File: src/rtl/instr_encoder_pkg.sv
// Shared RV32I encoding definitions: format codes, opcodes, NOP word and the
// FIFO entry layout used by the instruction encoder and its consumers.
package instr_encoder_pkg;

    typedef enum logic [2:0] {
        FMT_R = 3'd0,
        FMT_J = 3'd1,
        FMT_U = 3'd2,
        FMT_S = 3'd3,
        FMT_B = 3'd4,
        FMT_I = 3'd5
    } fmt_e;

    localparam logic [31:0] INSTR_NOP  = 32'h0000_0013;

    localparam logic [6:0]  OPC_LUI    = 7'b0110111;
    localparam logic [6:0]  OPC_AUIPC  = 7'b0010111;
    localparam logic [6:0]  OPC_JAL    = 7'b1101111;
    localparam logic [6:0]  OPC_JALR   = 7'b1100111;
    localparam logic [6:0]  OPC_BRANCH = 7'b1100011;
    localparam logic [6:0]  OPC_LOAD   = 7'b0000011;
    localparam logic [6:0]  OPC_STORE  = 7'b0100011;
    localparam logic [6:0]  OPC_OP_IMM = 7'b0010011;
    localparam logic [6:0]  OPC_OP     = 7'b0110011;

    typedef struct packed {
        logic        err;
        logic [31:0] instr;
    } enc_entry_t;

    // True when imm is representable as a BITS-wide two's-complement value.
    function automatic logic fits_signed(input logic [31:0] imm, input int unsigned bits);
        logic [31:0] sh;
        sh = $signed(imm) >>> (bits - 1);
        return (sh == '0) || (sh == '1);
    endfunction

endpackage

File: src/rtl/instr_encoder_if.sv
// Field-input and instruction-output handshake bundle of the encoder.
interface instr_encoder_if;

    logic        in_valid_w_i;
    logic        in_ready_w_o;
    logic [2:0]  type_w_i;
    logic [6:0]  opcode_w_i;
    logic [4:0]  rd_w_i;
    logic [4:0]  rs1_w_i;
    logic [4:0]  rs2_w_i;
    logic [2:0]  funct3_w_i;
    logic [6:0]  funct7_w_i;
    logic [31:0] imm_w_i;
    logic        out_valid_w_o;
    logic        out_ready_w_i;
    logic [31:0] instr_w_o;
    logic        err_w_o;

    modport master (
        output in_valid_w_i, type_w_i, opcode_w_i, rd_w_i, rs1_w_i, rs2_w_i,
               funct3_w_i, funct7_w_i, imm_w_i, out_ready_w_i,
        input  in_ready_w_o, out_valid_w_o, instr_w_o, err_w_o
    );

    modport slave (
        input  in_valid_w_i, type_w_i, opcode_w_i, rd_w_i, rs1_w_i, rs2_w_i,
               funct3_w_i, funct7_w_i, imm_w_i, out_ready_w_i,
        output in_ready_w_o, out_valid_w_o, instr_w_o, err_w_o
    );

endinterface

File: src/rtl/instr_encoder_sync_fifo.sv
// Synchronous FIFO with power-of-two depth, synchronous flush and a
// combinational head read; storage is cleared on reset so the head reads zero.
module sync_fifo #(
    parameter int unsigned WIDTH = 33,
    parameter int unsigned DEPTH = 2
) (
    input  logic             clk_i,
    input  logic             rst_n_i,
    input  logic             flush_i,
    input  logic             push_i,
    input  logic [WIDTH-1:0] wdata_i,
    input  logic             pop_i,
    output logic [WIDTH-1:0] rdata_o,
    output logic             full_o,
    output logic             empty_o
);

    localparam int unsigned AW = (DEPTH > 1) ? $clog2(DEPTH) : 1;

    logic [WIDTH-1:0] mem_q [DEPTH];
    logic [AW-1:0]    wr_ptr_q, wr_ptr_d;
    logic [AW-1:0]    rd_ptr_q, rd_ptr_d;
    logic [AW:0]      count_q, count_d;
    logic             do_push, do_pop;

    assign full_o  = (count_q == (AW+1)'(DEPTH));
    assign empty_o = (count_q == '0);
    assign rdata_o = mem_q[rd_ptr_q];

    assign do_push = push_i & ~full_o & ~flush_i;
    assign do_pop  = pop_i & ~empty_o & ~flush_i;

    always_comb begin
        wr_ptr_d = wr_ptr_q;
        rd_ptr_d = rd_ptr_q;
        count_d  = count_q;
        if (flush_i) begin
            wr_ptr_d = '0;
            rd_ptr_d = '0;
            count_d  = '0;
        end else begin
            // Pointers wrap naturally because DEPTH is a power of two.
            if (do_push) wr_ptr_d = wr_ptr_q + AW'(1);
            if (do_pop)  rd_ptr_d = rd_ptr_q + AW'(1);
            case ({do_push, do_pop})
                2'b10:   count_d = count_q + (AW+1)'(1);
                2'b01:   count_d = count_q - (AW+1)'(1);
                default: count_d = count_q;
            endcase
        end
    end

    always_ff @(posedge clk_i or negedge rst_n_i) begin
        if (!rst_n_i) begin
            for (int unsigned i = 0; i < DEPTH; i++) mem_q[i] <= '0;
            wr_ptr_q <= '0;
            rd_ptr_q <= '0;
            count_q  <= '0;
        end else begin
            if (do_push) mem_q[wr_ptr_q] <= wdata_i;
            wr_ptr_q <= wr_ptr_d;
            rd_ptr_q <= rd_ptr_d;
            count_q  <= count_d;
        end
    end

endmodule

File: src/rtl/instr_encoder.sv
// RV32I field-to-instruction encoder: packs format/register/immediate fields
// into an instruction word, flags range/alignment/type errors, buffers in a FIFO.
module instr_encoder
    import instr_encoder_pkg::*;
#(
    parameter int unsigned FIFO_DEPTH = 2,
    parameter int unsigned CNT_W      = 16
) (
    input  logic              clk_w_i,
    input  logic              rst_n_w_i,
    input  logic              flush_w_i,
    instr_encoder_if.slave    bus,
    output logic [CNT_W-1:0]  enc_count_w_o,
    output logic [CNT_W-1:0]  err_count_w_o
);

    logic             rdy_q;
    logic             fifo_full, fifo_empty;
    logic             push, pop;
    logic [31:0]      imm;
    logic [31:0]      enc_instr;
    logic             enc_err;
    enc_entry_t       wr_entry, rd_entry;
    logic [CNT_W-1:0] enc_cnt_q, err_cnt_q;

    // Ready is held low until the first edge after reset release.
    always_ff @(posedge clk_w_i or negedge rst_n_w_i) begin
        if (!rst_n_w_i) rdy_q <= 1'b0;
        else            rdy_q <= 1'b1;
    end

    assign bus.in_ready_w_o = rdy_q & ~fifo_full & ~flush_w_i;
    assign push             = bus.in_valid_w_i & bus.in_ready_w_o;
    assign imm              = bus.imm_w_i;

    always_comb begin
        enc_instr = INSTR_NOP;
        enc_err   = 1'b1;
        case (bus.type_w_i)
            FMT_R: begin
                enc_instr = {bus.funct7_w_i, bus.rs2_w_i, bus.rs1_w_i, bus.funct3_w_i,
                             bus.rd_w_i, bus.opcode_w_i};
                enc_err   = 1'b0;
            end
            FMT_I: begin
                enc_instr = {imm[11:0], bus.rs1_w_i, bus.funct3_w_i, bus.rd_w_i, bus.opcode_w_i};
                enc_err   = ~fits_signed(imm, 12);
            end
            FMT_S: begin
                enc_instr = {imm[11:5], bus.rs2_w_i, bus.rs1_w_i, bus.funct3_w_i,
                             imm[4:0], bus.opcode_w_i};
                enc_err   = ~fits_signed(imm, 12);
            end
            FMT_B: begin
                enc_instr = {imm[12], imm[10:5], bus.rs2_w_i, bus.rs1_w_i, bus.funct3_w_i,
                             imm[4:1], imm[11], bus.opcode_w_i};
                enc_err   = ~fits_signed(imm, 13) | imm[0];
            end
            FMT_U: begin
                enc_instr = {imm[31:12], bus.rd_w_i, bus.opcode_w_i};
                enc_err   = (imm[11:0] != '0);
            end
            FMT_J: begin
                enc_instr = {imm[20], imm[10:1], imm[11], imm[19:12], bus.rd_w_i, bus.opcode_w_i};
                enc_err   = ~fits_signed(imm, 21) | imm[0];
            end
            default: begin
                enc_instr = INSTR_NOP;
                enc_err   = 1'b1;
            end
        endcase
    end

    assign wr_entry = '{err: enc_err, instr: enc_instr};

    sync_fifo #(
        .WIDTH ($bits(enc_entry_t)),
        .DEPTH (FIFO_DEPTH)
    ) u_fifo (
        .clk_i   (clk_w_i),
        .rst_n_i (rst_n_w_i),
        .flush_i (flush_w_i),
        .push_i  (push),
        .wdata_i (wr_entry),
        .pop_i   (pop),
        .rdata_o (rd_entry),
        .full_o  (fifo_full),
        .empty_o (fifo_empty)
    );

    assign bus.out_valid_w_o = ~fifo_empty;
    assign bus.instr_w_o     = rd_entry.instr;
    assign bus.err_w_o       = rd_entry.err;
    assign pop               = bus.out_valid_w_o & bus.out_ready_w_i;

    always_ff @(posedge clk_w_i or negedge rst_n_w_i) begin
        if (!rst_n_w_i) begin
            enc_cnt_q <= '0;
            err_cnt_q <= '0;
        end else if (push) begin
            if (enc_cnt_q != '1)            enc_cnt_q <= enc_cnt_q + CNT_W'(1);
            if (enc_err && err_cnt_q != '1) err_cnt_q <= err_cnt_q + CNT_W'(1);
        end
    end

    assign enc_count_w_o = enc_cnt_q;
    assign err_count_w_o = err_cnt_q;

endmodule

File: src/flat_wrapper.sv
// flat-port wrapper written by rule: the top's interface ports become plain ports
module instr_encoder_flat import instr_encoder_pkg::*;
#(
    parameter int unsigned FIFO_DEPTH = 2,
    parameter int unsigned CNT_W      = 16
)
  (clk_w_i, rst_n_w_i, flush_w_i, enc_count_w_o, err_count_w_o, bus_in_valid_w_i, bus_type_w_i, bus_opcode_w_i, bus_rd_w_i, bus_rs1_w_i, bus_rs2_w_i, bus_funct3_w_i, bus_funct7_w_i, bus_imm_w_i, bus_out_ready_w_i, bus_in_ready_w_o, bus_out_valid_w_o, bus_instr_w_o, bus_err_w_o);
  instr_encoder_if bus_i ();
  input  logic clk_w_i;
  input  logic rst_n_w_i;
  input  logic flush_w_i;
  output logic [CNT_W-1:0] enc_count_w_o;
  output logic [CNT_W-1:0] err_count_w_o;
  input wire logic [$bits(bus_i.in_valid_w_i)-1:0] bus_in_valid_w_i;
  input wire logic [$bits(bus_i.type_w_i)-1:0] bus_type_w_i;
  input wire logic [$bits(bus_i.opcode_w_i)-1:0] bus_opcode_w_i;
  input wire logic [$bits(bus_i.rd_w_i)-1:0] bus_rd_w_i;
  input wire logic [$bits(bus_i.rs1_w_i)-1:0] bus_rs1_w_i;
  input wire logic [$bits(bus_i.rs2_w_i)-1:0] bus_rs2_w_i;
  input wire logic [$bits(bus_i.funct3_w_i)-1:0] bus_funct3_w_i;
  input wire logic [$bits(bus_i.funct7_w_i)-1:0] bus_funct7_w_i;
  input wire logic [$bits(bus_i.imm_w_i)-1:0] bus_imm_w_i;
  input wire logic [$bits(bus_i.out_ready_w_i)-1:0] bus_out_ready_w_i;
  output wire logic [$bits(bus_i.in_ready_w_o)-1:0] bus_in_ready_w_o;
  output wire logic [$bits(bus_i.out_valid_w_o)-1:0] bus_out_valid_w_o;
  output wire logic [$bits(bus_i.instr_w_o)-1:0] bus_instr_w_o;
  output wire logic [$bits(bus_i.err_w_o)-1:0] bus_err_w_o;
  assign bus_i.in_valid_w_i = bus_in_valid_w_i;
  assign bus_i.type_w_i = bus_type_w_i;
  assign bus_i.opcode_w_i = bus_opcode_w_i;
  assign bus_i.rd_w_i = bus_rd_w_i;
  assign bus_i.rs1_w_i = bus_rs1_w_i;
  assign bus_i.rs2_w_i = bus_rs2_w_i;
  assign bus_i.funct3_w_i = bus_funct3_w_i;
  assign bus_i.funct7_w_i = bus_funct7_w_i;
  assign bus_i.imm_w_i = bus_imm_w_i;
  assign bus_i.out_ready_w_i = bus_out_ready_w_i;
  assign bus_in_ready_w_o = bus_i.in_ready_w_o;
  assign bus_out_valid_w_o = bus_i.out_valid_w_o;
  assign bus_instr_w_o = bus_i.instr_w_o;
  assign bus_err_w_o = bus_i.err_w_o;
  instr_encoder #(.FIFO_DEPTH(FIFO_DEPTH), .CNT_W(CNT_W)) u_core (.clk_w_i(clk_w_i), .rst_n_w_i(rst_n_w_i), .flush_w_i(flush_w_i), .bus(bus_i), .enc_count_w_o(enc_count_w_o), .err_count_w_o(err_count_w_o));
endmodule
File: config.mk
export PLATFORM = sky130hd
export DESIGN_NAME = instr_encoder_flat
export DESIGN_NICKNAME = d
export VERILOG_FILES = /design/src/rtl/instr_encoder_pkg.sv /design/src/rtl/instr_encoder_if.sv /design/src/rtl/instr_encoder_sync_fifo.sv /design/src/rtl/instr_encoder.sv /design/src/flat_wrapper.sv
export SDC_FILE = /design/constraint.sdc
export NUM_CORES = 1
export LEC_CHECK = 0
export CAP_MARGIN = 20
export CORE_UTILIZATION = 30
export DETAILED_ROUTE_END_ITERATION = 10
export MAX_ROUTING_LAYER = met4
export SLEW_MARGIN = 40
export SYNTH_ARGS = -nofsm -noshare
export SYNTH_HDL_FRONTEND = slang
export SYNTH_SLANG_ARGS = --single-unit
File: constraint.sdc
create_clock -name clk_w_i -period 2.25 [get_ports clk_w_i]
set_clock_uncertainty 0.1 [all_clocks]
set_input_delay 0.3375 -clock clk_w_i [delete_from_list [all_inputs] [get_ports clk_w_i]]
set_output_delay 0.3375 -clock clk_w_i [all_outputs]
set_load 0.01 [all_outputs]
==> results, run 1 <==
- The number of different library cells used by synthesis comes to 56.
- The synthesized netlist devotes 17.0% of its cell area to compound gates.
- For this design the ratio of total power to cell area is 676 mW/mm2.
- The commonest cells after synthesis are dfrtp_1 (103), nand2_1 (96), o21ai_0 (67).
- The max-slew headroom at the worst pin is 55.5%.
- Clock latency on the worst-skew pair, taken at its later pin, is 0.35 ns.
- The die covers 0.0194 mm2.
- The worst register-to-register path begins at u_core.u_fifo.count_q[1].
- The worst setup path is launched from a flip-flop.
- The hold path startpoint is u_core.u_fifo.mem_q[3].
- Excluding fillers, the count of instances in the completed layout stands at 988.
- The worst setup path is captured at an output pin.
- The tree built by TritonCTS fans out to 103 sinks.
- Once layout is done, the placed cells without fillers occupy 0.00805 mm2.
- The proportion of layout cells with a drive suffix above 1 is 22.2%.
- Clock tree synthesis selected as its root buffer the cell clkbuf_16.
- The via-per-instance ratio is 5.05.
- The placement-stage cell area is 0.00767 mm2.
- The biggest area consumer among synthesized cells is dfrtp_1.
- In this run the register-to-register setup slack is 0.24 ns.
- In this run the static leakage power is 3.51 nW.
- The async set-or-reset flop fraction in the synthesized netlist is 100%.
- The min-delay analysis places its worst path in the category reg2reg.
- The number of routed nets with antenna violations is 0.
- At the end of routability-driven placement, the weighted congestion stood at 0.826.
- After Yosys synthesis, XOR and XNOR cells account for 4.65% of the synthesized area.
- The largest buffer count on any clock path is 2.
- The via count of the first global-routing pass is 4864.
- The final layout contains routed wiring with a total length of 16500 um.
- Based on the critical path, the design can be clocked at up to 0.458 GHz.
- The fraction of post-synthesis cell area in the top cell type by area is 45.6%.
- Entering global routing, the biggest net connects 64 pins.
- The number of buffers inserted during clock tree synthesis is 9.
- The routed wirelength normalized by instance count is 16.7 um.
- Counting flops and latches in the post-synthesis netlist gives 103.
- The total of warnings raised by yosys is 0.
- Compared with the post-synthesis result, the final layout area differs by 42.4%.
- Traced cell by cell, the critical path runs through buf_12 > mux2_2 > clkdlybuf4s50_1.
- The slowest stage of the critical path belongs to the cell clkdlybuf4s50_1.
- The total I/O pin count is 139.
- The number of setup violations in the final report is 0.
- The most used flip-flop cell after synthesis is dfrtp_1.
- Summed over all nets, the half-perimeter wirelength after detailed placement is 12100 um.
- Global routing finished with a remaining overflow of 0.
- The number of placement rows is 49.
- IR analysis of the VDD net gives a maximum drop of 0.375 mV.
- The CTS tree is done.
- The share of the clock period used by the worst path is 97.1%.
- The run finished, with violations left.
- The post-synthesis instance total is 574.
- Port buffering added 138 buffers.
- The worst flop-to-flop path endpoint is u_core.u_fifo.mem_q[4].
- Synthesis produced a netlist with a net count of 648.
- The combined area of all synthesized cells is 0.00565 mm2.
- Ranked by total cell area, the synthesized netlist is headed by dfrtp_1 (46%), mux2_2 (9.6%), nand2_1 (6.4%).
- By area, the combinational part of the netlist is dominated by compound AO/OA/AOI/OAI gates.
- For this run, design rule violations remaining after detail routing come to 6.
- The multiplexer fraction of the synthesized cell area is 12.4%.
- The tool flagged a number of max-cap violations equal to 0.
- The endpoint of the worst hold path is u_core.u_fifo.mem_q[3].
- The number of inserted filler cells in the final layout is 1695.
- The via count of the routed design is 4992.
- The first routing iteration left 282 violations.
- The required time at the worst-slack endpoint is 1.81 ns.
- At the pin with the least slew margin, the transition time is 0.667 ns.
- After floorplanning, the core was sized to cover 0.0182 mm2.
- The number of endpoints with negative hold slack in the final report was 0.
- The average footprint of a synthesized cell is 9.84 um2.
- After clock tree synthesis, the clock-pin slew on the worst setup and hold paths is 0.07 ns.
- Including well taps, the total number of placed cells is 967.
- The post-layout net count is 828.
- The effective utilization at floorplan is 31.0%.
- The biggest fanout along the worst timing path is 13.
- Sequential elements use 45.6% of the synthesized area.
- The count of TritonRoute iterations in the first routing pass is 10.
- For the finished layout, the period the worst path requires is 2.18 ns.
- The H-tree generated during clock tree synthesis spans 3 levels.
- The global-route wire length before repair is 25900 um.
- The die outline width is 139 um.
- The peak per-stage delay on the critical path is 0.48 ns.
- The simple-gate area share of the yosys netlist is 16.1%.
- The worst setup path is of the reg2out kind.
- In the global route stage, overall resource usage came out at 17.5%.
- The number of synthesized flops with an enable pin is 0.
- The depth of the most critical reg-to-reg path is 7.
- The synthesized netlist devotes 0.443% of its cell area to adder and majority cells.
- The max-slew violation count is 0.
- The initial antenna violation count came to 1.
- The most repeated cell in the gate-level netlist after synthesis is dfrtp_1.
- For the worst setup path, the data arrival time is 1.75 ns.
- The design draws 5.44 mW.
- The checks that failed: design-rule violations.
- Counting instances, the worst hold path has a depth of 2.
- The die extent in y is 139 um.
[kinds of logic after synthesis]
kind of cell,after synthesis
fa+ha+maj,2
compound gates,146
other cells,1
xor+xnor,30
simple gates,187
flops,103
buf+inv,42
mux,63
[worst max-delay path, delay by kind of cell, from the launching register on]
family / cells / cell delay [ns]
buffers and inverters: 2 / 0.64
DFF: 1 / 0.40
muxes: 1 / 0.34
[metrics by stage]
stage | hold slack (ns) | util, % | setup TNS, ns | setup WS [ns]
after floorplan | -0.0581 | - | 0 | 0.322
final | 0.377 | 44.2 | 0 | 0.0659
after detailed placement | 0.311 | 42.1 | -5.45 | -0.440
after global routing | 0.400 | 44.2 | -0.0107 | -0.0107
after global placement | 0.302 | 42.1 | -4.38 | -0.374
after CTS | 0.376 | 43.6 | -0.0493 | -0.0493
[repair_timing]
item                                    in CTS  in global routing
endpoints found under the setup margin      25                 23
hold buffers                                 1                  0
pin swaps                                    0                  2
gates resized for setup                     23                 11
gates cloned                                 0                  1
buffers inserted                             0                  3
endpoints found under the hold margin       45                  0
[where the power goes]
group | switching [mW] | total (mW) | internal (mW)
sequential | 0.245 | 2.43 | 2.19
clock | 0.717 | 1.46 | 0.748
combinational | 0.716 | 1.55 | 0.830
total | 1.68 | 5.44 | 3.76
[state kept, by name, summed over array words and instances, names as in the netlist]
signal and flops:
u_core.enc_count_w_o 16, u_core.err_count_w_o 16, u_core.rdy_q 1, u_core.u_fifo.count_q 2
u_core.u_fifo.mem_q 66, u_core.u_fifo.rd_ptr_q 1, u_core.u_fifo.wr_ptr_q 1
[cells in the final DEF, fill, tap and decap left out, types with 8 or more instances in the layout]
cell type	n
nand4_1	10
xor2_1	8
nor2b_1	8
clkbuf_16	10
nor2_1	21
and3_1	8
clkdlybuf4s50_1	113
nand2_1	95
a31oi_1	9
buf_4	60
mux2i_1	14
dfrtp_1	102
nand3_1	8
o21ai_0	67
a22oi_1	21
a21oi_1	16
xnor2_1	22
dlygate4sd2_1	21
mux2_2	48
[per-layer routing]
layer | track usage (%) | part of all wire [%] | vias up
met5 | - | 0 | -
met4 | 7.02 | 1.8 | 0
met3 | 2.13 | 4.4 | 22
met2 | 29.1 | 49 | 136
met1 | 21.7 | 45 | 2415
li1 | - | - | 2419
[layout make-up]
type / count / area, um2 / area share, %
diodes: 1 / 2.50 / 0.0311
clock buffers: 10 / 229 / 2.85
clock inverters: 5 / 35.0 / 0.435
inverters: 5 / 18.8 / 0.233
multi-input cells: 429 / 2940 / 36.5
flip-flops and latches: 103 / 2580 / 32.1
well taps: 229 / 287 / 3.56
repair buffers: 206 / 1950 / 24.3
[how the worst max path moves through the flow]
stage | slack (ns) | endpoint | from | cells past startpoint
floorplan | 0.32 | u_core.err_count_w_o[12] | u_core.err_count_w_o[0] | 7
global placement | -0.37 | u_core.err_count_w_o[1] | bus_imm_w_i[3] | 8
detailed placement | -0.44 | u_core.err_count_w_o[1] | bus_imm_w_i[3] | 8
CTS | -0.05 | bus_instr_w_o[31] | u_core.u_fifo.rd_ptr_q | 3
global route | -0.01 | u_core.err_count_w_o[1] | bus_imm_w_i[3] | 8
finish | 0.07 | bus_instr_w_o[9] | u_core.u_fifo.rd_ptr_q | 3
No activity file was read; power rests on OpenSTA's default activity.
==> inputs of run 2 (changes only) <==
--- a/config.mk
+++ b/config.mk
@@ -8,6 +8,7 @@
 export CAP_MARGIN = 20
 export CORE_UTILIZATION = 30
 export DETAILED_ROUTE_END_ITERATION = 10
+export GPL_TIMING_DRIVEN = 0
 export MAX_ROUTING_LAYER = met4
 export SLEW_MARGIN = 40
 export SYNTH_ARGS = -nofsm -noshare
==> results, run 2 (synthesis results as in run 1) <==
- At the pin with the least slew margin, the transition time is 0.562 ns.
- The number of routed nets with antenna violations is 0.
- On the worst path, the slowest cell contributes a delay of 0.48 ns.
- The arrival time at the worst endpoint is 1.85 ns.
- The post-layout net count is 801.
- In the routed layout, each cell is associated on average with a via count of 5.10.
- STA classifies the critical path startpoint as a flip-flop.
- Counting both buffers and inverters, the worst setup path holds a total of 2.
- The CTS tree is done.
- For this block, the initial DRC count from the detailed router was 301.
- The top achievable clock speed is 0.438 GHz.
- The tightest hold margin is 0.374 ns.
- Counting I/O delays and the setup requirement, the final critical path takes 2.28 ns.
- The total power of the final layout is 5.71 mW.
- The initial antenna violation count is 0.
- Routability-driven placement finished with a final weighted congestion of 0.836.
- Across the run, the number of max-cap violations was 0.
- The checks that failed: design-rule violations, negative setup slack.
- The number of levels the H-tree was split into is 3.
- The total power per unit cell area is 729 mW/mm2.
- The largest individual stage delay along the critical path comes from the cell clkdlybuf4s50_1.
- The floorplan step defined a die boundary enclosing 0.0194 mm2.
- For this run, design rule violations remaining after detail routing come to 6.
- The max-slew violation count came to 0.
- The nature of the critical path endpoint is an output pin.
- Across all layers, the routed design uses 4903 vias.
- The class of the most critical hold timing path is reg2reg.
- The diode insertion count for antenna repair is 0.
- The critical path is of the reg2out type.
- The max-slew headroom at the worst pin is 62.4%.
- The die extent in y is 139 um.
- Summed over all cells, the static leakage comes to 3.34 nW.
- The via count of the first global-routing pass came to 4807.
- Wires add up to 16500 um.
- Measured along the x axis, the die boundary spans 139 um.
- The region available for standard cell placement spans 0.0182 mm2.
- Entering global routing, the biggest net connects 56 pins.
- Setup repair after global routing could not meet its margin everywhere.
- The count of TritonRoute iterations in the first routing pass is 8.
- The count of buffers added on input and output ports is 137.
- Global routing finished with a remaining overflow of 0.
- The routed wirelength normalized by instance count is 17.1 um.
- On the critical path the largest part of the delay comes from buffers and inverters.
- IR analysis of the VDD net gives a maximum drop of 0.383 mV.
- The largest register by flop count is u_core.u_fifo.mem_q.
- The run finished, with violations left.
- The clock tree root buffer cell is clkbuf_16.
- The number of buffers inserted during clock tree synthesis is 9.
- Setup violations remaining at the end of the flow were counted as 17.
- After clock tree synthesis, the clock-pin slew on the worst setup and hold paths is 0.07 ns.
- Across all register-to-register paths, the minimum setup slack is 0.17 ns.
- Detailed placement finished with a half-perimeter wire length of 12300 um.
- The library cell used most frequently in the layout, excluding fill and tap cells, is clkdlybuf4s50_1.
- The smallest setup slack after layout is -0.0339 ns.
- The library cells used most frequently in the layout, excluding fill and tap cells, are clkdlybuf4s50_1 (122), dfrtp_1 (102), nand2_1 (96), o21ai_0 (67), mux2_2 (48).
- The area added between synthesis and finish is 38.8%.
- The number of endpoints with negative hold slack in the final report is 0.
- Of all nets on the critical path, the largest fanout is 10.
- The required time at the worst-slack endpoint is 1.81 ns.
- The share of the clock period used by the worst path is 102%.
- The proportion of layout cells with a drive suffix above 1 is 17.5%.
- The total routing resource utilization after global routing is 17.8%.
- Clock tree synthesis found a total of 103 sinks.
- The number of flip-flops in the largest register is 66.
- The effective utilization at floorplan is 31.0%.
- The largest buffer count on any clock path is 2.
- The floorplan has 49 rows.
- Pin placement for this block handled 139 I/O pins.
- Clock latency on the worst-skew pair, taken at its later pin, is 0.35 ns.
- Traced cell by cell, the critical path runs through clkbuf_8 > mux2_2 > clkdlybuf4s50_1.
- The global-route wire length before repair is 26500 um.
==> run 2: cell type report <==
type,instances,area [um2]
plain buffers,35,231
well taps,229,287
fillers,1728,10400
clock inverters,5,86.3
multi-input cells,429,2940
clock buffers,11,253
inverters,5,18.8
repair buffers,144,1450
flip-flops and latches,103,2580
==> run 2: timing repair <==
item                                    CTS  global route
hold buffers                              1             0
buffers inserted                          2             3
gates resized for setup                  23            33
endpoints found under the setup margin   34            82
hold endpoints to repair                 48             0
pin swaps                                 0             3
==> run 2: where the power goes <==
part | switching (mW) | total (mW) | internal, mW | leakage (nW)
clock network | 0.727 | 1.78 | 1.05 | 0.167
logic | 0.703 | 1.51 | 0.809 | 1.83
registers | 0.239 | 2.42 | 2.18 | 1.35
total | 1.67 | 5.71 | 4.04 | 3.34
==> run 2: per-stage QoR <==
stage | util, % | area [um2] | setup WS [ns] | TNS (ns) | std cells
finish | 43.0 | 7840 | -0.0339 | -0.271 | 961
global route | 43.0 | 7840 | -0.0946 | -1.35 | 961
CTS | 42.5 | 7730 | -0.0709 | -0.991 | 959
detailed placement | 40.3 | 7340 | -0.414 | -30.55 | 941
global placement | 40.1 | 7310 | -3.40 | -376.79 | 940
floorplan | - | 5650 | 0.322 | 0 | 574
==> run 2: tightest hold or removal path, delay by kind of cell, from the launching register on <==
kind | cells | cell delay, ns
and+or+nand+nor | 2 | 0.11
DFF | 1 | 0.34
==> run 2: path summary, 6_finish.rpt <==
| path | start | end | depth (start not counted) |
|---|---|---|---|
| setup / recovery | u_core.u_fifo.rd_ptr_q | bus_instr_w_o[19] | 3 |
| hold / removal | u_core.u_fifo.mem_q[55] | u_core.u_fifo.mem_q[55] | 2 |
| setup reg to reg | u_core.err_count_w_o[3] | u_core.err_count_w_o[1] | 7 |
| hold reg to reg | u_core.u_fifo.mem_q[55] | u_core.u_fifo.mem_q[55] | 2 |
| max in group asynchronous | rst_n_w_i | u_core.err_count_w_o[14] | 3 |
| min in group asynchronous | rst_n_w_i | u_core.u_fifo.mem_q[38] | 2 |
==> run 2: routing by layer <==
layer	track usage, %	up-vias	wire length, um
met1	25.5	2410	7940
met3	2.24	10	610
met2	26.6	116	7790
met4	4.21	0	116
met5	-	-	0
li1	-	2367	-
